### config.mk
export PLATFORM = sky130hd
export DESIGN_NAME = maze_explorer_param_flat
export DESIGN_NICKNAME = d
export VERILOG_FILES = /design/src/rtl/maze_pkg.sv /design/src/rtl/maze_explorer_param_if.sv /design/src/rtl/maze_dir_select.sv /design/src/rtl/maze_explorer_param.sv /design/src/flat_wrapper.sv
export SDC_FILE = /design/constraint.sdc
export NUM_CORES = 1
export LEC_CHECK = 0
export ABC_AREA = 1
export CELL_PAD_IN_SITES_DETAIL_PLACEMENT = 1
export CELL_PAD_IN_SITES_GLOBAL_PLACEMENT = 1
export CORE_MARGIN = 3
export CORE_UTILIZATION = 35
export CTS_CLUSTER_SIZE = 20
export DETAILED_ROUTE_END_ITERATION = 10
export PLACE_DENSITY = 0.79
export SLEW_MARGIN = 20
export SYNTH_ARGS = -nofsm -noshare
export SYNTH_HDL_FRONTEND = slang
export SYNTH_SLANG_ARGS = --single-unit
### constraint.sdc
create_clock -name clk -period 5.3 [get_ports clk]
set_input_delay 1.06 -clock clk [delete_from_list [all_inputs] [get_ports clk]]
set_output_delay 1.06 -clock clk [all_outputs]
set_load 0.01 [all_outputs]
### src/rtl/maze_pkg.sv
`default_nettype none
// ============================================================================
// Module      : maze_pkg
// Description : Shared move encodings, heading/state enums and heading helpers
//               for the parametrised maze explorer.
// Revision    : 1.0 - initial release
// ============================================================================
package maze_pkg;

    localparam logic [2:0] MV_STOP  = 3'd0;
    localparam logic [2:0] MV_FWD   = 3'd1;
    localparam logic [2:0] MV_LEFT  = 3'd2;
    localparam logic [2:0] MV_RIGHT = 3'd3;
    localparam logic [2:0] MV_UTURN = 3'd4;

    typedef enum logic [1:0] {
        HEAD_N = 2'd0,
        HEAD_E = 2'd1,
        HEAD_S = 2'd2,
        HEAD_W = 2'd3
    } head_t;

    typedef enum logic [1:0] {
        ST_IDLE    = 2'd0,
        ST_EXPLORE = 2'd1,
        ST_DONE    = 2'd2
    } state_t;

    function automatic head_t turn_left(input head_t h);
        logic [1:0] v;
        v = h - 2'd1;
        return head_t'(v);
    endfunction

    function automatic head_t turn_right(input head_t h);
        logic [1:0] v;
        v = h + 2'd1;
        return head_t'(v);
    endfunction

    function automatic head_t reverse(input head_t h);
        logic [1:0] v;
        v = h + 2'd2;
        return head_t'(v);
    endfunction

    // North is decreasing y, east is increasing x.
    function automatic logic signed [1:0] head_dx(input head_t h);
        case (h)
            HEAD_E:  return 2'sd1;
            HEAD_W:  return -2'sd1;
            default: return 2'sd0;
        endcase
    endfunction

    function automatic logic signed [1:0] head_dy(input head_t h);
        case (h)
            HEAD_N:  return -2'sd1;
            HEAD_S:  return 2'sd1;
            default: return 2'sd0;
        endcase
    endfunction

endpackage
`default_nettype wire

### src/rtl/maze_explorer_param_if.sv
`default_nettype none
// ============================================================================
// Module      : maze_explorer_param_if
// Description : Sensor-in / move-out bundle between the wall-sensor front end,
//               the explorer and the motion controller.
// Revision    : 1.0 - initial release
// ============================================================================
interface maze_explorer_param_if #(
    parameter int ROWS = 9,
    parameter int COLS = 9,
    parameter int DE_W = 8
);
    localparam int c_XW = $clog2(COLS);
    localparam int c_YW = $clog2(ROWS);

    logic            sense_valid;
    logic            left;
    logic            mid;
    logic            right;
    logic [2:0]      move;
    logic            move_valid;
    logic [c_XW-1:0] pos_x;
    logic [c_YW-1:0] pos_y;
    logic [1:0]      heading;
    logic [DE_W-1:0] deadend_cnt;
    logic            done;

    modport master (
        output sense_valid, left, mid, right,
        input  move, move_valid, pos_x, pos_y, heading, deadend_cnt, done
    );

    modport slave (
        input  sense_valid, left, mid, right,
        output move, move_valid, pos_x, pos_y, heading, deadend_cnt, done
    );
endinterface
`default_nettype wire

### src/rtl/maze_dir_select.sv
`default_nettype none
// ============================================================================
// Module      : maze_dir_select
// Description : Combinational left-hand-rule move chooser. Least-visited
//               tie-break enabled by MAZE_VISIT_TIEBREAK_EN.
// Revision    : 1.0 - initial release
// ============================================================================
module maze_dir_select #(
    parameter int CNT_W = 2
) (
    input  logic             i_wall_l,
    input  logic             i_wall_m,
    input  logic             i_wall_r,
    input  logic             i_in_l,
    input  logic             i_in_m,
    input  logic             i_in_r,
    input  logic [CNT_W-1:0] i_vis_l,
    input  logic [CNT_W-1:0] i_vis_m,
    input  logic [CNT_W-1:0] i_vis_r,
    input  maze_pkg::head_t  i_head,
    output logic [2:0]       o_move,
    output maze_pkg::head_t  o_head,
    output logic             o_dead_end
);
    import maze_pkg::*;

    logic w_open_l, w_open_m, w_open_r;
    logic w_pick_l, w_pick_m, w_pick_r;

    // An off-grid neighbour is a wall whatever the sensor reports.
    assign w_open_l = !i_wall_l && i_in_l;
    assign w_open_m = !i_wall_m && i_in_m;
    assign w_open_r = !i_wall_r && i_in_r;

`ifdef MAZE_VISIT_TIEBREAK_EN
    assign w_pick_l = w_open_l && (!w_open_m || (i_vis_l <= i_vis_m))
                               && (!w_open_r || (i_vis_l <= i_vis_r));
    assign w_pick_m = !w_pick_l && w_open_m && (!w_open_r || (i_vis_m <= i_vis_r));
    assign w_pick_r = !w_pick_l && !w_pick_m && w_open_r;
`else
    logic w_unused_vis;
    assign w_unused_vis = ^{i_vis_l, i_vis_m, i_vis_r};
    assign w_pick_l = w_open_l;
    assign w_pick_m = !w_open_l && w_open_m;
    assign w_pick_r = !w_open_l && !w_open_m && w_open_r;
`endif

    always_comb begin
        o_move     = MV_UTURN;
        o_head     = reverse(i_head);
        o_dead_end = 1'b0;
        if (w_pick_l) begin
            o_move = MV_LEFT;
            o_head = turn_left(i_head);
        end else if (w_pick_m) begin
            o_move = MV_FWD;
            o_head = i_head;
        end else if (w_pick_r) begin
            o_move = MV_RIGHT;
            o_head = turn_right(i_head);
        end else begin
            // Only a genuine three-wall cell counts, not grid-edge masking.
            o_dead_end = i_wall_l && i_wall_m && i_wall_r;
        end
    end

endmodule
`default_nettype wire

### src/rtl/maze_explorer_param.sv
`default_nettype none
// ============================================================================
// Module      : maze_explorer_param
// Description : Pose tracker and move issuer for a ROWS x COLS maze bot with
//               visit and dead-end counters. Optional MAZE_VISIT_TIEBREAK_EN.
// Revision    : 1.0 - initial release
// ============================================================================
module maze_explorer_param #(
    parameter int ROWS       = 9,
    parameter int COLS       = 9,
    parameter int START_X    = 4,
    parameter int START_Y    = 8,
    parameter int START_HEAD = 0,
    parameter int EXIT_X     = 4,
    parameter int EXIT_Y     = 0,
    parameter int CNT_W      = 2,
    parameter int DE_W       = 8
) (
    input  logic                 clk,
    input  logic                 rst,
    maze_explorer_param_if.slave bus
);
    import maze_pkg::*;

    localparam int c_XW        = $clog2(COLS);
    localparam int c_YW        = $clog2(ROWS);
    localparam int c_CELLS     = ROWS * COLS;
    localparam int c_IW        = $clog2(c_CELLS);
    localparam int c_START_IDX = START_Y * COLS + START_X;

    localparam logic [c_XW-1:0]  c_X_LAST     = c_XW'(COLS - 1);
    localparam logic [c_YW-1:0]  c_Y_LAST     = c_YW'(ROWS - 1);
    localparam logic [c_XW-1:0]  c_START_X    = c_XW'(START_X);
    localparam logic [c_YW-1:0]  c_START_Y    = c_YW'(START_Y);
    localparam logic [c_XW-1:0]  c_EXIT_X     = c_XW'(EXIT_X);
    localparam logic [c_YW-1:0]  c_EXIT_Y     = c_YW'(EXIT_Y);
    localparam head_t            c_START_HEAD = head_t'(2'(START_HEAD));
    localparam logic [CNT_W-1:0] c_CNT_MAX    = '1;
    localparam logic [DE_W-1:0]  c_DE_MAX     = '1;

    function automatic logic f_in_grid(input logic [c_XW-1:0] x,
                                       input logic [c_YW-1:0] y,
                                       input head_t h);
        case (h)
            HEAD_N:  return y != '0;
            HEAD_E:  return x != c_X_LAST;
            HEAD_S:  return y != c_Y_LAST;
            default: return x != '0;
        endcase
    endfunction

    function automatic logic [c_XW-1:0] f_step_x(input logic [c_XW-1:0] x, input head_t h);
        logic [c_XW-1:0] d;
        d = c_XW'(head_dx(h));
        return x + d;
    endfunction

    function automatic logic [c_YW-1:0] f_step_y(input logic [c_YW-1:0] y, input head_t h);
        logic [c_YW-1:0] d;
        d = c_YW'(head_dy(h));
        return y + d;
    endfunction

    function automatic logic [c_IW-1:0] f_idx(input logic [c_XW-1:0] x, input logic [c_YW-1:0] y);
        int idx;
        idx = int'(y) * COLS + int'(x);
        return c_IW'(idx);
    endfunction

    state_t           r_state, w_state_nxt;
    logic [c_XW-1:0]  r_x;
    logic [c_YW-1:0]  r_y;
    head_t            r_head;
    logic [2:0]       r_move;
    logic             r_move_valid;
    logic [DE_W-1:0]  r_dc;
    logic             r_done;
    logic [CNT_W-1:0] r_visit [c_CELLS];

    head_t            w_side_head [3];
    logic             w_side_in   [3];
    logic [CNT_W-1:0] w_side_vis  [3];

    logic [2:0]       w_sel_move, w_move_nxt;
    head_t            w_sel_head, w_head_nxt;
    logic             w_sel_de, w_mv_nxt;
    logic             w_turn, w_commit, w_at_exit;
    logic [c_XW-1:0]  w_dest_x;
    logic [c_YW-1:0]  w_dest_y;
    logic [c_IW-1:0]  w_dest_idx;

    // Side order 0/1/2 = left/mid/right relative to the current heading.
    assign w_side_head[0] = turn_left(r_head);
    assign w_side_head[1] = r_head;
    assign w_side_head[2] = turn_right(r_head);

    for (genvar i = 0; i < 3; i++) begin : g_side
        assign w_side_in[i]  = f_in_grid(r_x, r_y, w_side_head[i]);
        assign w_side_vis[i] = w_side_in[i]
            ? r_visit[f_idx(f_step_x(r_x, w_side_head[i]), f_step_y(r_y, w_side_head[i]))]
            : '0;
    end

    maze_dir_select #(
        .CNT_W (CNT_W)
    ) u_dir_select (
        .i_wall_l   (bus.left),
        .i_wall_m   (bus.mid),
        .i_wall_r   (bus.right),
        .i_in_l     (w_side_in[0]),
        .i_in_m     (w_side_in[1]),
        .i_in_r     (w_side_in[2]),
        .i_vis_l    (w_side_vis[0]),
        .i_vis_m    (w_side_vis[1]),
        .i_vis_r    (w_side_vis[2]),
        .i_head     (r_head),
        .o_move     (w_sel_move),
        .o_head     (w_sel_head),
        .o_dead_end (w_sel_de)
    );

    // Every committed move advances one cell along the (possibly new) heading.
    assign w_turn     = (r_state == ST_EXPLORE) && bus.sense_valid;
    assign w_commit   = (r_state == ST_IDLE) || w_turn;
    assign w_head_nxt = w_turn ? w_sel_head : r_head;
    assign w_dest_x   = f_step_x(r_x, w_head_nxt);
    assign w_dest_y   = f_step_y(r_y, w_head_nxt);
    assign w_dest_idx = f_idx(w_dest_x, w_dest_y);
    assign w_at_exit  = (w_dest_x == c_EXIT_X) && (w_dest_y == c_EXIT_Y);

    always_ff @(posedge clk or posedge rst) begin
        if (rst) begin
            r_state <= ST_IDLE;
        end else begin
            r_state <= w_state_nxt;
        end
    end

    always_comb begin
        w_state_nxt = r_state;
        w_move_nxt  = MV_STOP;
        w_mv_nxt    = 1'b0;
        case (r_state)
            ST_IDLE: begin
                w_move_nxt  = MV_FWD;
                w_mv_nxt    = 1'b1;
                w_state_nxt = ST_EXPLORE;
            end
            ST_EXPLORE: begin
                if (bus.sense_valid) begin
                    w_move_nxt = w_sel_move;
                    w_mv_nxt   = 1'b1;
                end
            end
            default: ;
        endcase
        if (w_commit && w_at_exit) begin
            w_state_nxt = ST_DONE;
        end
    end

    always_ff @(posedge clk or posedge rst) begin
        if (rst) begin
            r_x          <= c_START_X;
            r_y          <= c_START_Y;
            r_head       <= c_START_HEAD;
            r_move       <= MV_STOP;
            r_move_valid <= 1'b0;
            r_dc         <= '0;
            r_done       <= 1'b0;
        end else begin
            r_move       <= w_move_nxt;
            r_move_valid <= w_mv_nxt;
            r_done       <= r_done || (w_state_nxt == ST_DONE);
            if (w_commit) begin
                r_x    <= w_dest_x;
                r_y    <= w_dest_y;
                r_head <= w_head_nxt;
            end
            if (w_turn && w_sel_de && (r_dc != c_DE_MAX)) begin
                r_dc <= r_dc + 1'b1;
            end
        end
    end

    always_ff @(posedge clk or posedge rst) begin
        if (rst) begin
            for (int i = 0; i < c_CELLS; i++) begin
                r_visit[i] <= (i == c_START_IDX) ? CNT_W'(1) : '0;
            end
        end else if (w_commit && (r_visit[w_dest_idx] != c_CNT_MAX)) begin
            r_visit[w_dest_idx] <= r_visit[w_dest_idx] + 1'b1;
        end
    end

    assign bus.move        = r_move;
    assign bus.move_valid  = r_move_valid;
    assign bus.pos_x       = r_x;
    assign bus.pos_y       = r_y;
    assign bus.heading     = r_head;
    assign bus.deadend_cnt = r_dc;
    assign bus.done        = r_done;

endmodule
`default_nettype wire
### src/flat_wrapper.sv
// flat-port wrapper written by rule: the top's interface ports become plain ports
module maze_explorer_param_flat import maze_pkg::*;
#(
    parameter int ROWS       = 9,
    parameter int COLS       = 9,
    parameter int START_X    = 4,
    parameter int START_Y    = 8,
    parameter int START_HEAD = 0,
    parameter int EXIT_X     = 4,
    parameter int EXIT_Y     = 0,
    parameter int CNT_W      = 2,
    parameter int DE_W       = 8
)
  (clk, rst, bus_sense_valid, bus_left, bus_mid, bus_right, bus_move, bus_move_valid, bus_pos_x, bus_pos_y, bus_heading, bus_deadend_cnt, bus_done);
  maze_explorer_param_if #(.ROWS(ROWS), .COLS(COLS), .DE_W(DE_W)) bus_i ();
  input  logic clk;
  input  logic rst;
  input wire logic [$bits(bus_i.sense_valid)-1:0] bus_sense_valid;
  input wire logic [$bits(bus_i.left)-1:0] bus_left;
  input wire logic [$bits(bus_i.mid)-1:0] bus_mid;
  input wire logic [$bits(bus_i.right)-1:0] bus_right;
  output wire logic [$bits(bus_i.move)-1:0] bus_move;
  output wire logic [$bits(bus_i.move_valid)-1:0] bus_move_valid;
  output wire logic [$bits(bus_i.pos_x)-1:0] bus_pos_x;
  output wire logic [$bits(bus_i.pos_y)-1:0] bus_pos_y;
  output wire logic [$bits(bus_i.heading)-1:0] bus_heading;
  output wire logic [$bits(bus_i.deadend_cnt)-1:0] bus_deadend_cnt;
  output wire logic [$bits(bus_i.done)-1:0] bus_done;
  assign bus_i.sense_valid = bus_sense_valid;
  assign bus_i.left = bus_left;
  assign bus_i.mid = bus_mid;
  assign bus_i.right = bus_right;
  assign bus_move = bus_i.move;
  assign bus_move_valid = bus_i.move_valid;
  assign bus_pos_x = bus_i.pos_x;
  assign bus_pos_y = bus_i.pos_y;
  assign bus_heading = bus_i.heading;
  assign bus_deadend_cnt = bus_i.deadend_cnt;
  assign bus_done = bus_i.done;
  maze_explorer_param #(.ROWS(ROWS), .COLS(COLS), .START_X(START_X), .START_Y(START_Y), .START_HEAD(START_HEAD), .EXIT_X(EXIT_X), .EXIT_Y(EXIT_Y), .CNT_W(CNT_W), .DE_W(DE_W)) u_core (.clk(clk), .rst(rst), .bus(bus_i));
endmodule
==> results of run 1 <==
-- worst max-delay path, cell delays in order --
cell,delay [ps]
clkdlybuf4s50_1,390
inv_1,80
nand2_1,50
o21bai_2,200
o21ai_2,200
nand2_2,80
nand2_2,100
nand2_4,90
ha_1,220
fa_1,440
nor2_1,150
inv_1,50
nor4_1,220
nand3_2,130
nor2_2,150
nand2_2,80
nand2_1,60
-- synth_stat cells, drive strengths merged --
cell type / count
nand2: 78
inv: 37
nand3: 15
xnor2: 4
clkbuf: 1
ha: 13
xor2: 4
fa: 1
nand4: 5
dfrtp: 23
o21ai: 9
nor3: 3
a21oi: 3
nand3b: 1
nor2: 14
dfstp: 2
nor4: 2
o21bai: 3
-- layer usage --
| metal | part of all wire (%) | track usage [%] | up-vias |
|---|---|---|---|
| met2 | 48 | 27.3 | 20 |
| li1 | - | - | 736 |
| met5 | 0 | 0 | - |
| met1 | 49 | 20.7 | 714 |
| met4 | 0.84 | 3.44 | 0 |
| met3 | 1.8 | 2.36 | 2 |
-- metrics by stage --
| step | hold slack [ps] | utilization [%] | cells | instance area (µm²) |
|---|---|---|---|---|
| final | 505 | 46.7 | 314 | 2130 |
| after global routing | 547 | 46.7 | 314 | 2130 |
| after CTS | 512 | 46.7 | 314 | 2130 |
| after detailed placement | 491 | 45.7 | 310 | 2080 |
| after global placement | 481 | 45.7 | 310 | 2080 |
| after floorplan | 480 | - | 218 | 1730 |
-- state kept, by name, summed over array words and instances, names as in the netlist --
register / count
u_core.bus.deadend_cnt: 8
u_core.bus.pos_x: 4
u_core.bus.pos_y: 4
u_core.bus.move: 3
u_core.bus.heading: 2
u_core.r_state: 2
u_core.bus.done: 1
u_core.bus.move_valid: 1
-- kinds of logic (layout without fill, tap and decap cells) --
family	count (synthesis)	in the layout	synth area share [%]
adders and majority gates	14	14	10.6
and+or+nand+nor	118	118	34.1
AOI/OAI and AO/OA	15	15	6.30
buffers and inverters	38	69	8.55
xor gates and xnor gates	8	8	4.06
DFF	25	25	36.4
-- worst min path at each step --
| stage | from | to | slack (ps) |
|---|---|---|---|
| floorplan | u_core.r_state[1] | u_core.r_state[1] | 480 |
| global placement | u_core.bus.pos_y[3] | u_core.bus.pos_y[3] | 480 |
| detailed placement | u_core.bus.done | u_core.bus.done | 490 |
| CTS | u_core.bus.pos_y[3] | u_core.bus.pos_y[3] | 510 |
| global route | u_core.bus.pos_y[3] | u_core.bus.pos_y[3] | 550 |
| finish | u_core.bus.pos_y[3] | u_core.bus.pos_y[3] | 510 |
-- layout make-up --
type | instances | share of cell area, %
Timing Repair Buffer | 28 | 13.2
Clock buffer | 4 | 2.12
Tap cell | 65 | 3.82
Sequential cell | 25 | 29.5
Inverter | 37 | 6.76
Multi-Input combinational cell | 155 | 44.7
-- power groups by stage --
stage / registers (mW) / clock network [mW] / logic, mW
6_report: 0.191 / 0.118 / 0.0144
5_1_grt: 0.191 / 0.130 / 0.0161
4_1_cts: 0.191 / 0.120 / 0.0148
3_5_place_dp: 0.194 / 0 / 0.0147
3_3_place_gp: 0.194 / 0 / 0.0141
2_1_floorplan: 0.194 / 0 / 0.00837
==> flow_summary_export.csv, run 1 <==
group,metric,value,unit
status,status,"finished clean",
setup_path,critPathLaunch,"bus_right",
detailed_routing,viasPerCell,4.69,
clock_network,clk_pin_slew,90,ps
setup_path,r2r-end,"u_core.r_state[1]",
global_route,grt_use_total,15.8,%
cells_and_area,final_cell_mix,"68 x nand2_1, 31 x inv_1, 28 x clkdlybuf4s50_1, 23 x dfrtp_1, 13 x ha_1",
cells_and_area,area_delta_synth_final,23.3,%
die,ioPinCount,29,
clock_network,htree_levels,1,
synthesis,yosysSeqAreaShare,36.4,%
global_route,grt_overflow_total,0,
synthesis,ys_top_cells_by_area,"dfrtp_1 33%, nand2_1 15%, ha_1 9.4%",
clock_network,cts_buffers,3,
synthesis,syn_area,1730,µm²
sta,max-slew-margin-rel,35.8,%
die,die_width,76.2,µm
power_and_ir_drop,clockPowerShare,36.5,%
cells_and_area,multiInputGateArea,951,µm²
global_route,grt_pass1_wl,7460,µm
placed_design,gp_congestion,0.799,
sta,hold_violations,0,
cells_and_area,layout_commonest_cell,"nand2_1",
clock_network,hold_buffers,0,
setup_path,start_kind,"input pin",
sta,rsz0062_at_grt,"false",
sta,min_period_over_period,66.9,%
placed_design,post-place-ws,1490,ps
die,die-area,5810,µm²
flow_run,cap_violations,0,
setup_path,crit_type,"in -> reg",
placed_design,hpwl,3420,µm
clock_network,cts.sinks,25,
power_and_ir_drop,switchingPower,0.0726,mW
synthesis,synth.largest_area_cell,"dfrtp_1",
sta,finalCriticalPeriod,3550,ps
sta,final-setup-viol-count,0,
min_path,min_path_cells,2,
detailed_routing,routed_wl,4260,µm
setup_path,reg2reg_depth,19,
setup_path,path_max_fanout,4,
global_route,antenna_found_initial,0,
clock_network,cts_buffer_depth,2,
detailed_routing,drcViolationCount,0,
sta,worst_pin_slew,957,ps
power_and_ir_drop,switching_share,22.5,%
setup_path,endpoint_kind,"register",
detailed_routing,post_drt_wl_per_cell,13.6,µm
clock_network,cts_root_buf,"clkbuf_8",
sta,timing.final.ws_setup,1750,ps
cells_and_area,final_net_count,270,
synthesis,ys_warn_count,0,
detailed_routing,vias,1472,
power_and_ir_drop,total_power,0.323,mW
global_route,grt_pass1_vias,1557,
detailed_routing,dr.pass1.iters,4,
global_route,grt_max_degree,26,
setup_path,arrival,3760,ps
synthesis,syn_inst,218,
power_and_ir_drop,power_density,152,nW/µm²
die,initial_core_util,37.8,%
synthesis,syn_nets,238,
power_and_ir_drop,peakVddDrop,134,µV
sta,fin_skew,5.24,ps
synthesis,synth_area_per_cell,7.92,µm²
cells_and_area,diodes,0,
power_and_ir_drop,pwr-share-seq,59.1,%
min_path,hold_class,"reg -> reg",
cells_and_area,fillCellCount,572,
setup_path,reg2reg_from,"u_core.bus.heading[1]",
clock_network,clk_latency,270,ps
cells_and_area,regArea,628,µm²
sta,finalSetupTns,0,ps
synthesis,synth_top_area_share,33.3,%
cells_and_area,drive_above_1_share,14.9,%
detailed_routing,drt_iter0_drc,47,
synthesis,synthDistinctLibCells,31,
placed_design,portBuffers,28,
power_and_ir_drop,combPwrFrac,4.5,%
setup_path,r2r_slack,1980,ps
sta,fmax,0.282,GHz
sta,timing.final.max_slew_violations,0,
detailed_routing,ant_nets,0,
clock_network,cts_tree,"yes",
setup_path,worst_ep_required_time,5520,ps
clock_network,cts_resized,0,
die,fp-row-count,24,
die,die_h,76.2,µm
power_and_ir_drop,intPower,0.250,mW
die,core-area,4560,µm²
setup_path,crit_end,"u_core.r_state[1]",
power_and_ir_drop,p_leak,1.11,nW
clock_network,cts_setup_buffers,0,
synthesis,ys_ff_latch,25,
Note: power is estimated with default switching activity, not from simulation.
==> inputs of run 2 (changes only) <==
--- a/config.mk
+++ b/config.mk
@@ -12,7 +12,7 @@
 export CORE_UTILIZATION = 35
 export CTS_CLUSTER_SIZE = 20
 export DETAILED_ROUTE_END_ITERATION = 10
-export PLACE_DENSITY = 0.79
+export PLACE_DENSITY = 0.81
 export SLEW_MARGIN = 20
 export SYNTH_ARGS = -nofsm -noshare
 export SYNTH_HDL_FRONTEND = slang
==> constraint.sdc (replaced) <==
create_clock -name clk -period 3.04 [get_ports clk]
set_input_delay 0.608 -clock clk [delete_from_list [all_inputs] [get_ports clk]]
set_output_delay 0.608 -clock clk [all_outputs]
set_load 0.01 [all_outputs]
==> flow_summary_export.csv, run 2 (synthesis results as in run 1) <==
group,metric,value,unit
setup_path,endpoint_kind,"register",
cells_and_area,final_net_count,311,
placed_design,portBuffers,28,
placed_design,gp_congestion,0.802,
status,status,"finished clean",
sta,rsz0062_at_grt,"true",
flow_run,cap_violations,0,
detailed_routing,viasPerCell,4.77,
setup_path,arrival,3210,ps
sta,hold_slack,518,ps
die,initial_core_util,37.8,%
clock_network,hold_buffers,0,
detailed_routing,drcViolationCount,0,
sta,fin_skew,1.53,ps
setup_path,path_max_fanout,4,
detailed_routing,drt_iter0_drc,48,
sta,timing.final.ws_setup,47.4,ps
sta,timing.final.max_slew_violations,0,
clock_network,cts_buffer_depth,2,
power_and_ir_drop,peakVddDrop,139,µV
clock_network,cts_root_buf,"clkbuf_8",
cells_and_area,layout_commonest_cell,"nand2_1",
global_route,grt_pass1_vias,1778,
detailed_routing,post_drt_wl_per_cell,15.5,µm
cells_and_area,drive_above_1_share,35.2,%
die,ioPinCount,29,
die,die_width,76.2,µm
min_path,min_from,"u_core.bus.deadend_cnt[7]",
sta,max-slew-margin-rel,54.8,%
setup_path,worst_ep_required_time,3260,ps
placed_design,dpl.cell_count,338,
setup_path,r2r_slack,50,ps
sta,hold_violations,0,
die,die_h,76.2,µm
cells_and_area,instances_no_fill,355,
setup_path,reg2reg_from,"u_core.bus.pos_y[3]",
setup_path,crit_type,"reg -> reg",
clock_network,cts.sinks,25,
die,core-area,4560,µm²
clock_network,cts_tree,"yes",
sta,fmax,0.334,GHz
die,fp-row-count,24,
clock_network,clk_pin_slew,90,ps
clock_network,cts_buffers,3,
power_and_ir_drop,power_density,222,nW/µm²
global_route,grt_use_total,18.2,%
cells_and_area,diodes,0,
sta,worst_pin_slew,677,ps
sta,finalCriticalPeriod,2990,ps
cells_and_area,final_cell_mix,"57 x nand2_1, 39 x buf_4, 28 x inv_1, 28 x clkdlybuf4s50_1, 22 x dfrtp_1",
global_route,antenna_found_initial,0,
detailed_routing,routed_wl,5500,µm
global_route,grt_overflow_total,0,
placed_design,post-place-ws,-319,ps
global_route,grt_max_degree,18,
detailed_routing,dr.pass1.iters,4,
cells_and_area,area_delta_synth_final,48.1,%
clock_network,clk_latency,270,ps
setup_path,critPathLaunch,"u_core.bus.pos_y[3]",
placed_design,hpwl,3810,µm
power_and_ir_drop,p_leak,1.31,nW
power_and_ir_drop,total_power,0.568,mW
detailed_routing,ant_nets,0,
clock_network,htree_levels,1,
min_path,hold_class,"reg -> reg",
die,die-area,5810,µm²
cells_and_area,fillCellCount,567,
sta,min_period_over_period,98.4,%
global_route,grt_pass1_wl,8580,µm
cells_and_area,largest_register_ffs,8,
setup_path,start_kind,"register",
sta,final-setup-viol-count,0,
detailed_routing,vias,1693,
[run 2: changes by cell type in the layout (fill, tap and decap cells not counted), moves of 3 or more]
cell,change
ha_1,-3
nand2_2,+10
buf_4,+39
nand2_1,-11
inv_2,+3
inv_1,-3
nor2_1,-3
[run 2: cell type report]
cell class,count,area (µm²),area share [%]
Multi-Input combinational cell,155,1060,41.4
Sequential cell,25,629,24.6
Timing Repair Buffer,69,596,23.3
Inverter,37,146,5.72
Tap cell,65,81.3,3.18
Clock buffer,3,41.3,1.61
Clock inverter,1,5.00,0.196
[run 2: metrics by stage]
stage / instance area, µm² / util (%) / setup TNS (ps)
after floorplan: 1730 / - / 0
after global placement: 2290 / 50.3 / -522
after detailed placement: 2290 / 50.3 / -946
after CTS: 2370 / 51.9 / 0
after global routing: 2560 / 56.0 / -689
final: 2560 / 56.0 / 0
[run 2: per-layer routing]
metal / vias to the layer above / GRT usage [%] / routed length [µm]
li1: 826 / - / -
met1: 831 / 22.8 / 2350
met2: 27 / 31.6 / 2930
met3: 9 / 3.07 / 99
met4: 0 / 5.98 / 114
met5: - / 0 / 0
[run 2: final timing paths]
kind	cells after the start	end
min	1	u_core.bus.deadend_cnt[7]
min reg2reg	1	u_core.bus.deadend_cnt[7]
max	24	u_core.bus.done
min in group asynchronous	2	u_core.bus.move_valid
max in group asynchronous	3	u_core.bus.pos_y[3]
max reg2reg	24	u_core.bus.done
[run 2: critical path, cell delays in order, from the launching register on]
cell      delay, ps
dfstp_2         570
inv_2            50
nor2_2           90
nand2_2          90
buf_6           130
nand2_2          50
nand2_2          70
o21bai_4        180
nand2_2          90
nand2_2          80
nand2_2          50
nand3_2          70
nand2_4          70
buf_4           140
nand2_4          80
nand2_4          60
nand2_2          70
nand2_1          70
inv_1           100
ha_4            220
nor4_4          260
nand3_2         130
nor2_4          110
nand2_2          70
nand3_2          60
[run 2: report_power, final]
group / internal (mW) / switching, mW / total, mW
logic: 0.0146 / 0.0167 / 0.0313
registers: 0.332 / 0 / 0.332
clock network: 0.0920 / 0.113 / 0.205
total: 0.439 / 0.129 / 0.568
[run 2: repair_timing]
item | in CTS | in global routing
setup buffers | 2 | 11
endpoints found under the setup margin | 3 | 5
resized for setup | 3 | 30
pin swaps | 0 | 2
==> inputs of run 3 (changes only) <==
--- a/config.mk
+++ b/config.mk
@@ -13,6 +13,7 @@
 export CTS_CLUSTER_SIZE = 20
 export DETAILED_ROUTE_END_ITERATION = 10
 export PLACE_DENSITY = 0.81
+export REMOVE_ABC_BUFFERS = 1
 export SLEW_MARGIN = 20
 export SYNTH_ARGS = -nofsm -noshare
 export SYNTH_HDL_FRONTEND = slang
==> flow_summary_export.csv, run 3 (synthesis results as in run 1) <==
group,metric,value,unit
detailed_routing,drcViolationCount,0,
die,die_h,76.2,µm
die,initial_core_util,37.8,%
global_route,grt_use_total,18.6,%
sta,final-setup-viol-count,0,
clock_network,cts_buffer_depth,2,
power_and_ir_drop,power_density,218,nW/µm²
sta,fmax,0.339,GHz
global_route,grt_max_degree,18,
die,fp-row-count,24,
clock_network,cts.sinks,25,
setup_path,critPathLaunch,"u_core.bus.pos_x[2]",
setup_path,worst_path_largest_cell_delay,590,ps
die,die_width,76.2,µm
cells_and_area,drive_above_1_share,39.9,%
min_path,hold_class,"reg -> reg",
clock_network,cts_tree,"yes",
cells_and_area,final_cell_mix,"56 x nand2_1, 38 x buf_4, 28 x clkdlybuf4s50_1, 26 x inv_1, 21 x dfrtp_1",
min_path,min_path_cells,2,
flow_run,cap_violations,0,
clock_network,clk_latency,280,ps
sta,worst_pin_slew,691,ps
die,ioPinCount,29,
clock_network,cts_root_buf,"clkbuf_8",
clock_network,clk_pin_slew,90,ps
global_route,grt_pass1_vias,1809,
cells_and_area,final_net_count,312,
detailed_routing,dr.pass1.iters,4,
power_and_ir_drop,peakVddDrop,153,µV
setup_path,critPathSlowestCell,"dfstp_2",
status,status,"finished clean",
die,die-area,5810,µm²
cells_and_area,largest_register_ffs,8,
sta,fin_skew,3.32,ps
global_route,antenna_found_initial,0,
sta,timing.final.max_slew_violations,0,
setup_path,worst_ep_required_time,3200,ps
power_and_ir_drop,total_power,0.572,mW
setup_path,start_kind,"register",
sta,rsz0062_at_grt,"true",
detailed_routing,ant_nets,0,
placed_design,post-place-ws,-331,ps
sta,hold_violations,0,
sta,max-slew-margin-rel,53.9,%
detailed_routing,vias,1732,
sta,timing.final.ws_setup,91.7,ps
setup_path,reg2reg_from,"u_core.bus.pos_x[2]",
setup_path,crit_chain,"nor2_2 > nand2_2 > nand2_1 > nand2_1 > o21bai_4 > o21ai_2 > nand2_2 > nand2_4 > nand2_4 > buf_4 > inv_6 > nand2_4 > nand2_2 > nand2_1 > inv_1 > ha_4 > nor4_4 > nand3_2 > nor2_4 > a21oi_1",
die,core-area,4560,µm²
detailed_routing,post_drt_wl_per_cell,15.7,µm
setup_path,reg2reg_depth,20,
sta,finalCriticalPeriod,2950,ps
setup_path,arrival,3110,ps
cells_and_area,layout_commonest_cell,"nand2_1",
cells_and_area,area_delta_synth_final,52.3,%
cells_and_area,diodes,0,
placed_design,portBuffers,28,
power_and_ir_drop,p_leak,1.34,nW
min_path,min_from,"u_core.bus.done",
placed_design,gp_congestion,0.805,
setup_path,crit_type,"reg -> reg",
detailed_routing,drt_iter0_drc,84,
clock_network,cts_buffers,3,
detailed_routing,viasPerCell,4.87,
detailed_routing,routed_wl,5590,µm
global_route,grt_overflow_total,0,
setup_path,endpoint_kind,"register",
global_route,grt_pass1_wl,8840,µm
placed_design,hpwl,3930,µm
setup_path,path_max_fanout,5,
clock_network,htree_levels,1,
sta,min_period_over_period,97.0,%
[run 3: changes by cell type in the layout (fill, tap and decap cells not counted), moves of 2 or more]
cell and change:
ha_2 +3, nand2_4 +2, ha_1 -4, nor2_1 -3, inv_2 +3, nor2_4 +2, inv_1 -2, buf_6 +2
[run 3: repair_timing]
action | 4_1_cts | 5_1_grt
endpoints found under the setup margin | 3 | 5
resized for setup | 3 | 48
setup buffers | 2 | 11
hold buffers | 0 | 0
pin swaps | 0 | 9
[run 3: worst max-delay path: cells and delay by family (launching register included)]
kind / cells / cell delay (ps)
and+or+nand+nor: 13 / 1370
AOI/OAI and AO/OA: 3 / 350
DFF: 1 / 590
adders and majority gates: 1 / 220
buffers and inverters: 3 / 300
[run 3: path summary, 6_finish.rpt]
path,endpoint,slack (ps)
worst min register to register,u_core.bus.done,520
max in group asynchronous,u_core.bus.pos_y[3],1630
worst max-delay path,u_core.r_state[0],90
worst max register to register,u_core.r_state[0],90
min in group asynchronous,u_core.bus.pos_x[3],730
worst min-delay path,u_core.bus.done,520
[run 3: metal layers]
layer	vias up	share of wire (%)	wire length [µm]	track usage [%]
met5	-	0	0	0
met4	0	2.1	119	5.43
met3	10	2.7	149	2.13
met2	35	54	3040	33.3
met1	860	41	2280	23.3
li1	827	-	-	-
[run 3: through the flow]
step           hold WS, ps  cells  utilization [%]  area (µm²)  setup TNS, ps
2_1_floorplan          480    217                -        1720              0
3_3_place_gp           480    339             50.4        2300           -531
3_5_place_dp           487    339             50.4        2300          -1040
4_1_cts                523    345             52.0        2370              0
5_1_grt                544    356             57.6        2630           -326
6_report               524    356             57.6        2630              0
[run 3: area by class of cell]
cell class                 count  area, µm²
fill                         569       1930
timing repair buffer          70        611
sequential                    25        631
clock inverter                 1       5.00
clock buffer                   3       41.3
tap                           65       81.3
multi-input combinational    155       1120
inverter                      37        144
[run 3: report_power, final]
part	switching (mW)	internal (mW)	total, mW
clock network	0.116	0.0921	0.208
registers	0	0.332	0.332
logic	0.0164	0.0157	0.0321
